<file path="src/rtl/cavlc_pkg.sv">
// Shared CAVLC types and constants for the coeff_token FLC path (nC >= 8 table).
// The coeff_token struct is common to the encoder-side and decoder-side lookups.
package cavlc_pkg;

  localparam int          CT_FLC_LEN = 6;
  localparam logic [5:0]  CT_FLC_TC0 = 6'b000011;
  localparam int          TC_W       = 5;
  localparam int          T1_W       = 2;
  localparam logic [2:0]  CT_CNT_LAST = 3'(CT_FLC_LEN - 1);

  typedef struct packed {
    logic [TC_W-1:0] total_coeff;
    logic [T1_W-1:0] trailing_ones;
    logic            err;
  } coeff_token_t;

  typedef enum logic {
    ST_COLLECT = 1'b0,
    ST_HOLD    = 1'b1
  } ct_state_t;

  // Observable decoder internals: FSM state, bit counter and shift register.
  typedef struct packed {
    ct_state_t  state;
    logic [2:0] cnt;
    logic [5:0] sr;
  } ct_dec_dbg_t;

endpackage

</file>
<file path="src/rtl/coeff_token_flc_decoder_if.sv">
// Bitstream-in / token-out bus of the coeff_token FLC decoder.
// Handshake: a transfer happens on a rising edge where valid and ready are both 1;
// valid must not depend on ready, and a source holds its data until that edge.
interface coeff_token_flc_decoder_if
  import cavlc_pkg::*;
#(
  parameter int CNT_WIDTH = 16
);
  logic                 bit_in;
  logic                 bit_valid;
  logic                 bit_ready;
  logic                 out_valid;
  logic                 out_ready;
  logic [TC_W-1:0]      total_coeff;
  logic [T1_W-1:0]      trailing_ones;
  logic                 code_err;
  logic                 err_sticky;
  logic [CNT_WIDTH-1:0] token_cnt;

  // master: bitstream source plus token sink; slave: the decoder
  modport master (
    output bit_in, bit_valid, out_ready,
    input  bit_ready, out_valid, total_coeff, trailing_ones,
           code_err, err_sticky, token_cnt
  );

  modport slave (
    input  bit_in, bit_valid, out_ready,
    output bit_ready, out_valid, total_coeff, trailing_ones,
           code_err, err_sticky, token_cnt
  );

endinterface

</file>
<file path="src/rtl/coeff_token_flc_lut.sv">
// Combinational map from a 6-bit coeff_token FLC codeword to (TotalCoeff, TrailingOnes).
// Codewords whose TrailingOnes would exceed TotalCoeff are reported as errors with zero fields.
module coeff_token_flc_lut
  import cavlc_pkg::*;
(
  input  logic [5:0]   code,
  output coeff_token_t token
);

  logic [TC_W-1:0] tc;
  logic [T1_W-1:0] t1;

  assign tc = {1'b0, code[5:2]} + 5'd1;
  assign t1 = code[1:0];

  always_comb begin
    token = '0;
    if (code == CT_FLC_TC0) begin
      token = '0;
    end else if ({3'b000, t1} > tc) begin
      token.err = 1'b1;
    end else begin
      token.total_coeff   = tc;
      token.trailing_ones = t1;
    end
  end

endmodule

</file>
<file path="src/rtl/coeff_token_flc_decoder.sv">
// Bit-serial H.264 CAVLC coeff_token decoder for the 6-bit fixed-length table.
// Collects codewords MSB-first and holds each decoded token until downstream takes it.
module coeff_token_flc_decoder
  import cavlc_pkg::*;
#(
  parameter int CNT_WIDTH = 16
)(
  input  logic                     clk,
  input  logic                     rst_n,
  input  logic                     flush,
  coeff_token_flc_decoder_if.slave bus,
  output ct_dec_dbg_t              dbg
);

  ct_state_t            state_q, state_d;
  logic [2:0]           cnt_q, cnt_d;
  logic [5:0]           sr_q, sr_d;
  coeff_token_t         tok_q, tok_d;
  logic                 out_valid_q, out_valid_d;
  logic                 sticky_q, sticky_d;
  logic [CNT_WIDTH-1:0] tcnt_q, tcnt_d;

  logic                 bit_ready;
  logic                 accept;
  logic [5:0]           code_next;
  coeff_token_t         dec;

  // In HOLD a bit may only enter in the cycle the pending token leaves, so no bubble is lost.
  assign bit_ready = !flush && ((state_q == ST_COLLECT) || bus.out_ready);
  assign accept    = bit_ready && bus.bit_valid;
  assign code_next = {sr_q[4:0], bus.bit_in};

  coeff_token_flc_lut u_lut (
    .code  (code_next),
    .token (dec)
  );

  always_ff @(posedge clk or negedge rst_n) begin
    if (!rst_n) begin
      state_q     <= ST_COLLECT;
      cnt_q       <= '0;
      sr_q        <= '0;
      tok_q       <= '0;
      out_valid_q <= 1'b0;
      sticky_q    <= 1'b0;
      tcnt_q      <= '0;
    end else begin
      state_q     <= state_d;
      cnt_q       <= cnt_d;
      sr_q        <= sr_d;
      tok_q       <= tok_d;
      out_valid_q <= out_valid_d;
      sticky_q    <= sticky_d;
      tcnt_q      <= tcnt_d;
    end
  end

  always_comb begin
    state_d     = state_q;
    cnt_d       = cnt_q;
    sr_d        = sr_q;
    tok_d       = tok_q;
    out_valid_d = out_valid_q;
    sticky_d    = sticky_q;
    tcnt_d      = tcnt_q;

    if (flush) begin
      state_d     = ST_COLLECT;
      cnt_d       = '0;
      sr_d        = '0;
      tok_d       = '0;
      out_valid_d = 1'b0;
      sticky_d    = 1'b0;
      tcnt_d      = '0;
    end else begin
      case (state_q)
        ST_COLLECT: begin
          if (accept) begin
            sr_d = code_next;
            if (cnt_q == CT_CNT_LAST) begin
              cnt_d       = '0;
              tok_d       = dec;
              sticky_d    = sticky_q | dec.err;
              out_valid_d = 1'b1;
              state_d     = ST_HOLD;
            end else begin
              cnt_d = cnt_q + 3'd1;
            end
          end
        end
        ST_HOLD: begin
          if (bus.out_ready) begin
            tcnt_d      = tcnt_q + CNT_WIDTH'(1);
            out_valid_d = 1'b0;
            state_d     = ST_COLLECT;
            // A bit taken alongside the token handshake starts the next codeword.
            if (accept) begin
              sr_d  = code_next;
              cnt_d = 3'd1;
            end else begin
              cnt_d = '0;
            end
          end
        end
        default: state_d = ST_COLLECT;
      endcase
    end
  end

  assign bus.bit_ready     = bit_ready;
  assign bus.out_valid     = out_valid_q;
  assign bus.total_coeff   = tok_q.total_coeff;
  assign bus.trailing_ones = tok_q.trailing_ones;
  assign bus.code_err      = tok_q.err;
  assign bus.err_sticky    = sticky_q;
  assign bus.token_cnt     = tcnt_q;

  assign dbg.state = state_q;
  assign dbg.cnt   = cnt_q;
  assign dbg.sr    = sr_q;

endmodule

</file>
<file path="src/flat_wrapper.sv">
// flat-port wrapper written by rule: the top's interface ports become plain ports
module coeff_token_flc_decoder_flat import cavlc_pkg::*;
#(
  parameter int CNT_WIDTH = 16
)
  (clk, rst_n, flush, dbg, bus_bit_in, bus_bit_valid, bus_out_ready, bus_bit_ready, bus_out_valid, bus_total_coeff, bus_trailing_ones, bus_code_err, bus_err_sticky, bus_token_cnt);
  coeff_token_flc_decoder_if #(.CNT_WIDTH(CNT_WIDTH)) bus_i ();
  input  logic clk;
  input  logic rst_n;
  input  logic flush;
  output ct_dec_dbg_t dbg;
  input wire logic [$bits(bus_i.bit_in)-1:0] bus_bit_in;
  input wire logic [$bits(bus_i.bit_valid)-1:0] bus_bit_valid;
  input wire logic [$bits(bus_i.out_ready)-1:0] bus_out_ready;
  output wire logic [$bits(bus_i.bit_ready)-1:0] bus_bit_ready;
  output wire logic [$bits(bus_i.out_valid)-1:0] bus_out_valid;
  output wire logic [$bits(bus_i.total_coeff)-1:0] bus_total_coeff;
  output wire logic [$bits(bus_i.trailing_ones)-1:0] bus_trailing_ones;
  output wire logic [$bits(bus_i.code_err)-1:0] bus_code_err;
  output wire logic [$bits(bus_i.err_sticky)-1:0] bus_err_sticky;
  output wire logic [$bits(bus_i.token_cnt)-1:0] bus_token_cnt;
  assign bus_i.bit_in = bus_bit_in;
  assign bus_i.bit_valid = bus_bit_valid;
  assign bus_i.out_ready = bus_out_ready;
  assign bus_bit_ready = bus_i.bit_ready;
  assign bus_out_valid = bus_i.out_valid;
  assign bus_total_coeff = bus_i.total_coeff;
  assign bus_trailing_ones = bus_i.trailing_ones;
  assign bus_code_err = bus_i.code_err;
  assign bus_err_sticky = bus_i.err_sticky;
  assign bus_token_cnt = bus_i.token_cnt;
  coeff_token_flc_decoder #(.CNT_WIDTH(CNT_WIDTH)) u_core (.clk(clk), .rst_n(rst_n), .flush(flush), .bus(bus_i), .dbg(dbg));
endmodule
</file>
<file path="config.mk">
export PLATFORM = sky130hd
export DESIGN_NAME = coeff_token_flc_decoder_flat
export DESIGN_NICKNAME = d
export VERILOG_FILES = /design/src/rtl/cavlc_pkg.sv /design/src/rtl/coeff_token_flc_decoder_if.sv /design/src/rtl/coeff_token_flc_lut.sv /design/src/rtl/coeff_token_flc_decoder.sv /design/src/flat_wrapper.sv
export SDC_FILE = /design/constraint.sdc
export NUM_CORES = 1
export LEC_CHECK = 0
export CORE_MARGIN = 3
export CORE_UTILIZATION = 53
export DETAILED_ROUTE_END_ITERATION = 8
export PLACE_DENSITY = 0.85
export SYNTH_ARGS = -nofsm -noshare
export SYNTH_HDL_FRONTEND = slang
export SYNTH_SLANG_ARGS = --single-unit
</file>
<file path="constraint.sdc">
create_clock -name clk -period 5.6 [get_ports clk]
set_input_delay 0.56 -clock clk [delete_from_list [all_inputs] [get_ports clk]]
set_output_delay 0.56 -clock clk [all_outputs]
set_load 0.05 [all_outputs]
</file>
; ---- Word level (Yosys, flattened, before mapping)
; Index checks and enable logic that the tools add are counted.
[op_classes]
addsub = 3
n_lt_le_gt_ge = 1
eq_ne = 6
muxes = 34
n_bitwise = 2
n_reduce_logical = 12
[ops]
columns = operator, n
row1 = $mux 16, 3
row2 = $mux 8, 5
row3 = $mux 6, 3
row4 = $add 16x1->16 const B, 1
row5 = $mux 1, 14
row6 = $mux 3, 4
row7 = $pmux 6 s2, 1
row8 = $reduce_bool 2->1, 4
row9 = $mux 7, 1
row10 = $eq 6x2->1 const B, 1
row11 = $ne 3x3->1 const B, 2
row12 = $pmux 3 s2, 1
row13 = $reduce_and 3->1, 2
row14 = $add 4x1->5 const B, 1
row15 = $gt 2x5->1, 1
row16 = $pmux 1 s2, 2
row17 = $reduce_and 2->1, 2
row18 = $add 3x1->3 const B, 1
row19 = $eq 3x3->1 const B, 1
row20 = $ne 3x2->1 const B, 1
row21 = $logic_and 1x1->1, 2
row22 = $ne 2x2->1 const B, 1
row23 = $logic_not 1->1, 1
row24 = $logic_or 1x1->1, 1
row25 = other kinds (2), 2
[word_totals]
regBits = 36
input_bits = 6
out_inout_bits = 37

; ---- Longest topological paths before layout
[logic_depth]
depth_word = 9
mapped_depth = 8

; ---- Cells and area by module
; A second synthesis with hierarchy kept.
[unflattened]
hier_cells = 201
hier_area_um2 = 1910.6
[modules_own_cells]
columns = mod, n_inst, cells_each, area_per_inst_um2, seq_area_each_um2
row1 = coeff_token_flc_decoder, 1, 172, 1691.6, 900.9
row2 = coeff_token_flc_lut, 1, 29, 219.0, 0.0

; ---- Worst setup path before layout
; No wires, ideal clock.
[synth_path]
kind = register to register
start = register u_core.sr_q[1]
end = register u_core.tok_q, in the netlist u_core.bus.trailing_ones[1]
t_arrival_ns = 2.117
slack_ns = 3.362
stages_incl_launch_ff = 9
path_buffers = 0
path_cell_list = dfrtp_1 -> inv_1 -> ha_1 -> inv_1 -> ha_1 -> a21oi_1 -> o21ai_0 -> o21ba_2 -> a22o_1
[synth_via]
elab_chain_cells = 8
elab_cells_between_ends = 9
classes_between = add/sub (1) / order compare (1) / eq/ne (1) / mux (6)
[synth_rtl]
columns = element, line_no
row1 = from (decl), coeff_token_flc_decoder.sv:17  ; logic [5:0] sr_q, sr_d;
row2 = from (signal assigned), coeff_token_flc_decoder.sv:50  ; sr_q <= sr_d;
row3 = $add 4x1->5, coeff_token_flc_lut.sv:13  ; assign tc = {1'b0, code[5:2]} + 5'd1;
row4 = $gt 2x5->1, coeff_token_flc_lut.sv:20  ; end else if ({3'b000, t1} > tc) begin
row5 = $mux 7, coeff_token_flc_lut.sv:20
row6 = $mux 8 (*), coeff_token_flc_lut.sv:18  ; if (code == CT_FLC_TC0) begin
row7 = $mux 8 (*), coeff_token_flc_decoder.sv:80  ; if (cnt_q == CT_CNT_LAST) begin
row8 = $mux 8 (*), coeff_token_flc_decoder.sv:78  ; if (accept) begin
row9 = $mux 8 (*), coeff_token_flc_decoder.sv:76  ; case (state_q)
row10 = $mux 8 (*), coeff_token_flc_decoder.sv:67  ; if (flush) begin
row11 = to (signal assigned), coeff_token_flc_decoder.sv:51  ; tok_q <= tok_d;
row12 = to (decl), coeff_token_flc_decoder.sv:18  ; coeff_token_t tok_q, tok_d;
; Every way passes the cells marked *; elsewhere a longest branch is shown, timed or not. The select of a mux whose other input is x is not followed.
; A chain may end at the register's enable or synchronous reset.

; ---- Worst setup path after layout
[layout_path]
start = input port flush
end = output port bus_bit_ready
[layout_via]
elab_chain_cells = 2
[layout_rtl]
columns = element, line_no
row1 = from (decl), flat_wrapper.sv:10  ; input logic flush;
row2 = $logic_not 1->1, coeff_token_flc_decoder.sv:29  ; assign bit_ready = !flush && ((state_q == ST_COLLECT) || bus.out_ready);
row3 = $logic_and 1x1->1, coeff_token_flc_decoder.sv:29
row4 = to (decl), flat_wrapper.sv:15  ; output wire logic [$bits(bus_i.bit_ready)-1:0] bus_bit_ready;
; No other way between the ends.

==> flow_summary.json <==
{
  "synth_compound_area_share_pct": 13.7,
  "synth_xor_xnor_area_share_pct": 5.86,
  "overflow": 0,
  "vias": 1496,
  "ys_warn_count": 0,
  "dp_hpwl_um": 2900,
  "gp_congestion": 0.830,
  "cts_buffers": 5,
  "dr.pass1.iters": 4,
  "die_area_mm2": 0.00412,
  "fin_skew_ns": 0.0102,
  "setup_violations": 0,
  "cts_tree": "yes",
  "fmax_mhz": 289,
  "p_per_area_mw_per_mm2": 198,
  "drt_iter0_markers": 105,
  "post_cts_buffers": 0,
  "power_frac_comb_pct": 9.6,
  "diodes": 0,
  "fillers": 220,
  "worst-path-max-fanout": 25,
  "final_common_cell": "clkdlybuf4s50_1",
  "ctsHoldBuffers": 0,
  "final_core_util_pct": 73.8,
  "htreeDepth": 2,
  "synth.net_count": 187,
  "ant_nets": 0,
  "seqPwrFrac_pct": 58.1,
  "cp-endpoint": "bus_bit_ready",
  "drcViolationCount": 0,
  "timing.rr.start": "u_core.sr_q[1]",
  "period_needed_ns": 3.47,
  "switching_share_pct": 26.0,
  "synth-edff-count": 0,
  "yosys.cell_types.count": 41,
  "synth_top_family_by_area": "simple AND/OR/NAND/NOR gates",
  "hold_path_class": "register to register",
  "rr_worst_depth": 8,
  "tightest_slew_ns": 0.897,
  "ys_seq_area_share_pct": 50.2,
  "clkPwrFrac_pct": 32.3,
  "synthFlopType": "dfrtp_1",
  "clock_sinks": 36,
  "drive_gt1_share_pct": 7.69,
  "synth_fa_ha_area_share_pct": 3.49,
  "rows": 20,
  "vias_per_cell": 5.65,
  "antenna_found_initial": 0,
  "placed_area_mm2": 0.00225,
  "synthesis.area_mm2": 0.00179,
  "fin_setup_tns_ns": 0,
  "slew_viol_final": 0,
  "root_buffer": "clkbuf_4",
  "start_kind": "input port",
  "grt_pass1_vias": 1479,
  "crit_type": "input port to output port",
  "p_int_w": 0.000338,
  "r2r_slack_ns": 3.58,
  "irDropWorstVdd_uv": 183,
  "detail_route.wl_per_cell_um": 15.1,
  "synthMuxAreaShare_pct": 2.93,
  "ys_async_sr_fraction_pct": 100,
  "fin_nets": 231,
  "syn_area_per_cell_um2": 10.2,
  "coreArea_mm2": 0.00313,
  "layout.cells.most_common_list": "42 x clkdlybuf4s50_1, 36 x dfrtp_1, 17 x nor2_1",
  "leakage_nw": 0.992,
  "whs_ns": 0.489,
  "ys_ff_latch": 36,
  "critPathArrivalTime_ns": 2.91,
  "rsz0062_at_grt": "no",
  "syn_to_final_growth_pct": 28.7,
  "status": "completed",
  "path_clk_slew_ns": 0.10,
  "crit_start": "flush",
  "grt_max_degree": 37,
  "p_sw_w": 0.000119,
  "fin_area_mm2": 0.00231,
  "wirelength_um": 4010,
  "max_cap_violations": 0,
  "synth-simple-area-share_pct": 21.0,
  "period_share_pct": 61.9,
  "r2r_end": "u_core.bus.total_coeff[0]",
  "slew_headroom_pct": 40.0,
  "grt_pass1_wl_um": 6960,
  "start_util_pct": 57.3,
  "die_width_um": 64.2,
  "insertion_delay_ns": 0.35,
  "hold_viol_final": 0,
  "postCtsResizedCells": 0,
  "die_y_um": 64.2,
  "port_buffers": 42,
  "syn_inst": 176,
  "cts_max_path_buffers": 2,
  "crit_path_end_kind": "output port",
  "required_ns": 5.04,
  "track_usage_pct": 21.5,
  "io_pins": 43
}
==> area by class of cell <==
cell class                 count  area, um2  area share, %
tap                           44       55.1           2.39
sequential                    36        901           39.0
clock buffer                   8       58.8           2.55
timing repair buffer          43        428           18.5
multi-input combinational    128        842           36.5
inverter                       6       22.5          0.976
==> critical path, stage by stage <==
cell             delay [ns]
clkdlybuf4s50_1        1.06
inv_1                  0.32
and2_1                 0.25
clkdlybuf4s50_1        0.70
==> power groups by stage <==
| stage | sequential, W | combinational [W] | clock, W |
|---|---|---|---|
| 6_report | 0.000266 | 0.0000441 | 0.000148 |
| 3_5_place_dp | 0.000271 | 0.0000442 | 0 |
| 3_3_place_gp | 0.000270 | 0.0000430 | 0 |
| 5_1_grt | 0.000266 | 0.0000482 | 0.000164 |
| 2_1_floorplan | 0.000278 | 0.0000173 | 0 |
| 4_1_cts | 0.000265 | 0.0000444 | 0.000152 |
==> logic make-up (layout without fill, tap and decap cells) <==
| kind of cell | Yosys count | count (layout) |
|---|---|---|
| xor gates and xnor gates | 12 | 12 |
| DFF | 36 | 36 |
| AOI/OAI and AO/OA | 36 | 36 |
| muxes | 5 | 5 |
| buffers and inverters | 12 | 57 |
| and+or+nand+nor | 70 | 70 |
| adders and majority gates | 5 | 5 |
==> layer usage <==
metal  up-vias  global-route usage, %  routed length, um
met5         -                      0                  0
met4         0                   5.28                 36
met3         5                   5.45                299
met2        67                   35.0               1950
met1       716                   28.7               1720
li1        708                      -                  -
==> how the worst min path moves through the flow <==
stage,start,endpoint,depth (start not counted)
after detailed placement,u_core.bus.code_err,u_core.bus.code_err,1
after global routing,u_core.bus.code_err,u_core.bus.code_err,1
after floorplan,rst_n,u_core.bus.code_err,0
after global placement,u_core.bus.code_err,u_core.bus.code_err,1
after CTS,u_core.bus.code_err,u_core.bus.code_err,1
final,u_core.bus.code_err,u_core.bus.code_err,1
==> per-stage QoR <==
stage	power [W]	instances	setup slack, ns
3_3_place_gp	0.000313	257	2.20
6_report	0.000457	265	2.13
3_5_place_dp	0.000315	257	2.15
5_1_grt	0.000478	265	2.04
4_1_cts	0.000462	265	2.16
2_1_floorplan	0.000295	176	3.36
==> flip-flops by register name, summed over array words and instances, names as in the netlist <==
name	flops
u_core.bus.code_err	1
u_core.bus.total_coeff	5
u_core.state_q	1
u_core.cnt_q	3
u_core.bus.out_valid	1
u_core.sr_q	6
u_core.bus.err_sticky	1
u_core.bus.token_cnt	16
u_core.bus.trailing_ones	2
==> synthesized netlist by cell type (2+ instances only) <==
master / number / area, um2
or3_2: 2 / 15.0
nor3b_1: 2 / 15.0
nand3_1: 7 / 35.0
mux2_2: 2 / 22.5
a22o_1: 5 / 43.8
nand2_1: 14 / 52.6
or4_1: 2 / 15.0
nand2b_1: 2 / 12.5
nand4_1: 5 / 31.3
mux2i_1: 3 / 30.0
xnor2_1: 4 / 35.0
o21ai_0: 5 / 25.0
o31ai_1: 2 / 15.0
nor4_1: 2 / 12.5
xor2_1: 8 / 70.1
nor2b_1: 3 / 18.8
a21oi_1: 11 / 55.1
a21o_1: 3 / 22.5
ha_1: 5 / 62.6
dfrtp_1: 36 / 901
a211oi_1: 2 / 15.0
nor2_1: 17 / 63.8
nor3_1: 4 / 20.0
inv_1: 6 / 22.5
a31o_2: 2 / 17.5
clkbuf_1: 4 / 15.0
and2_1: 4 / 25.0
(Power assumes the default switching activity.)
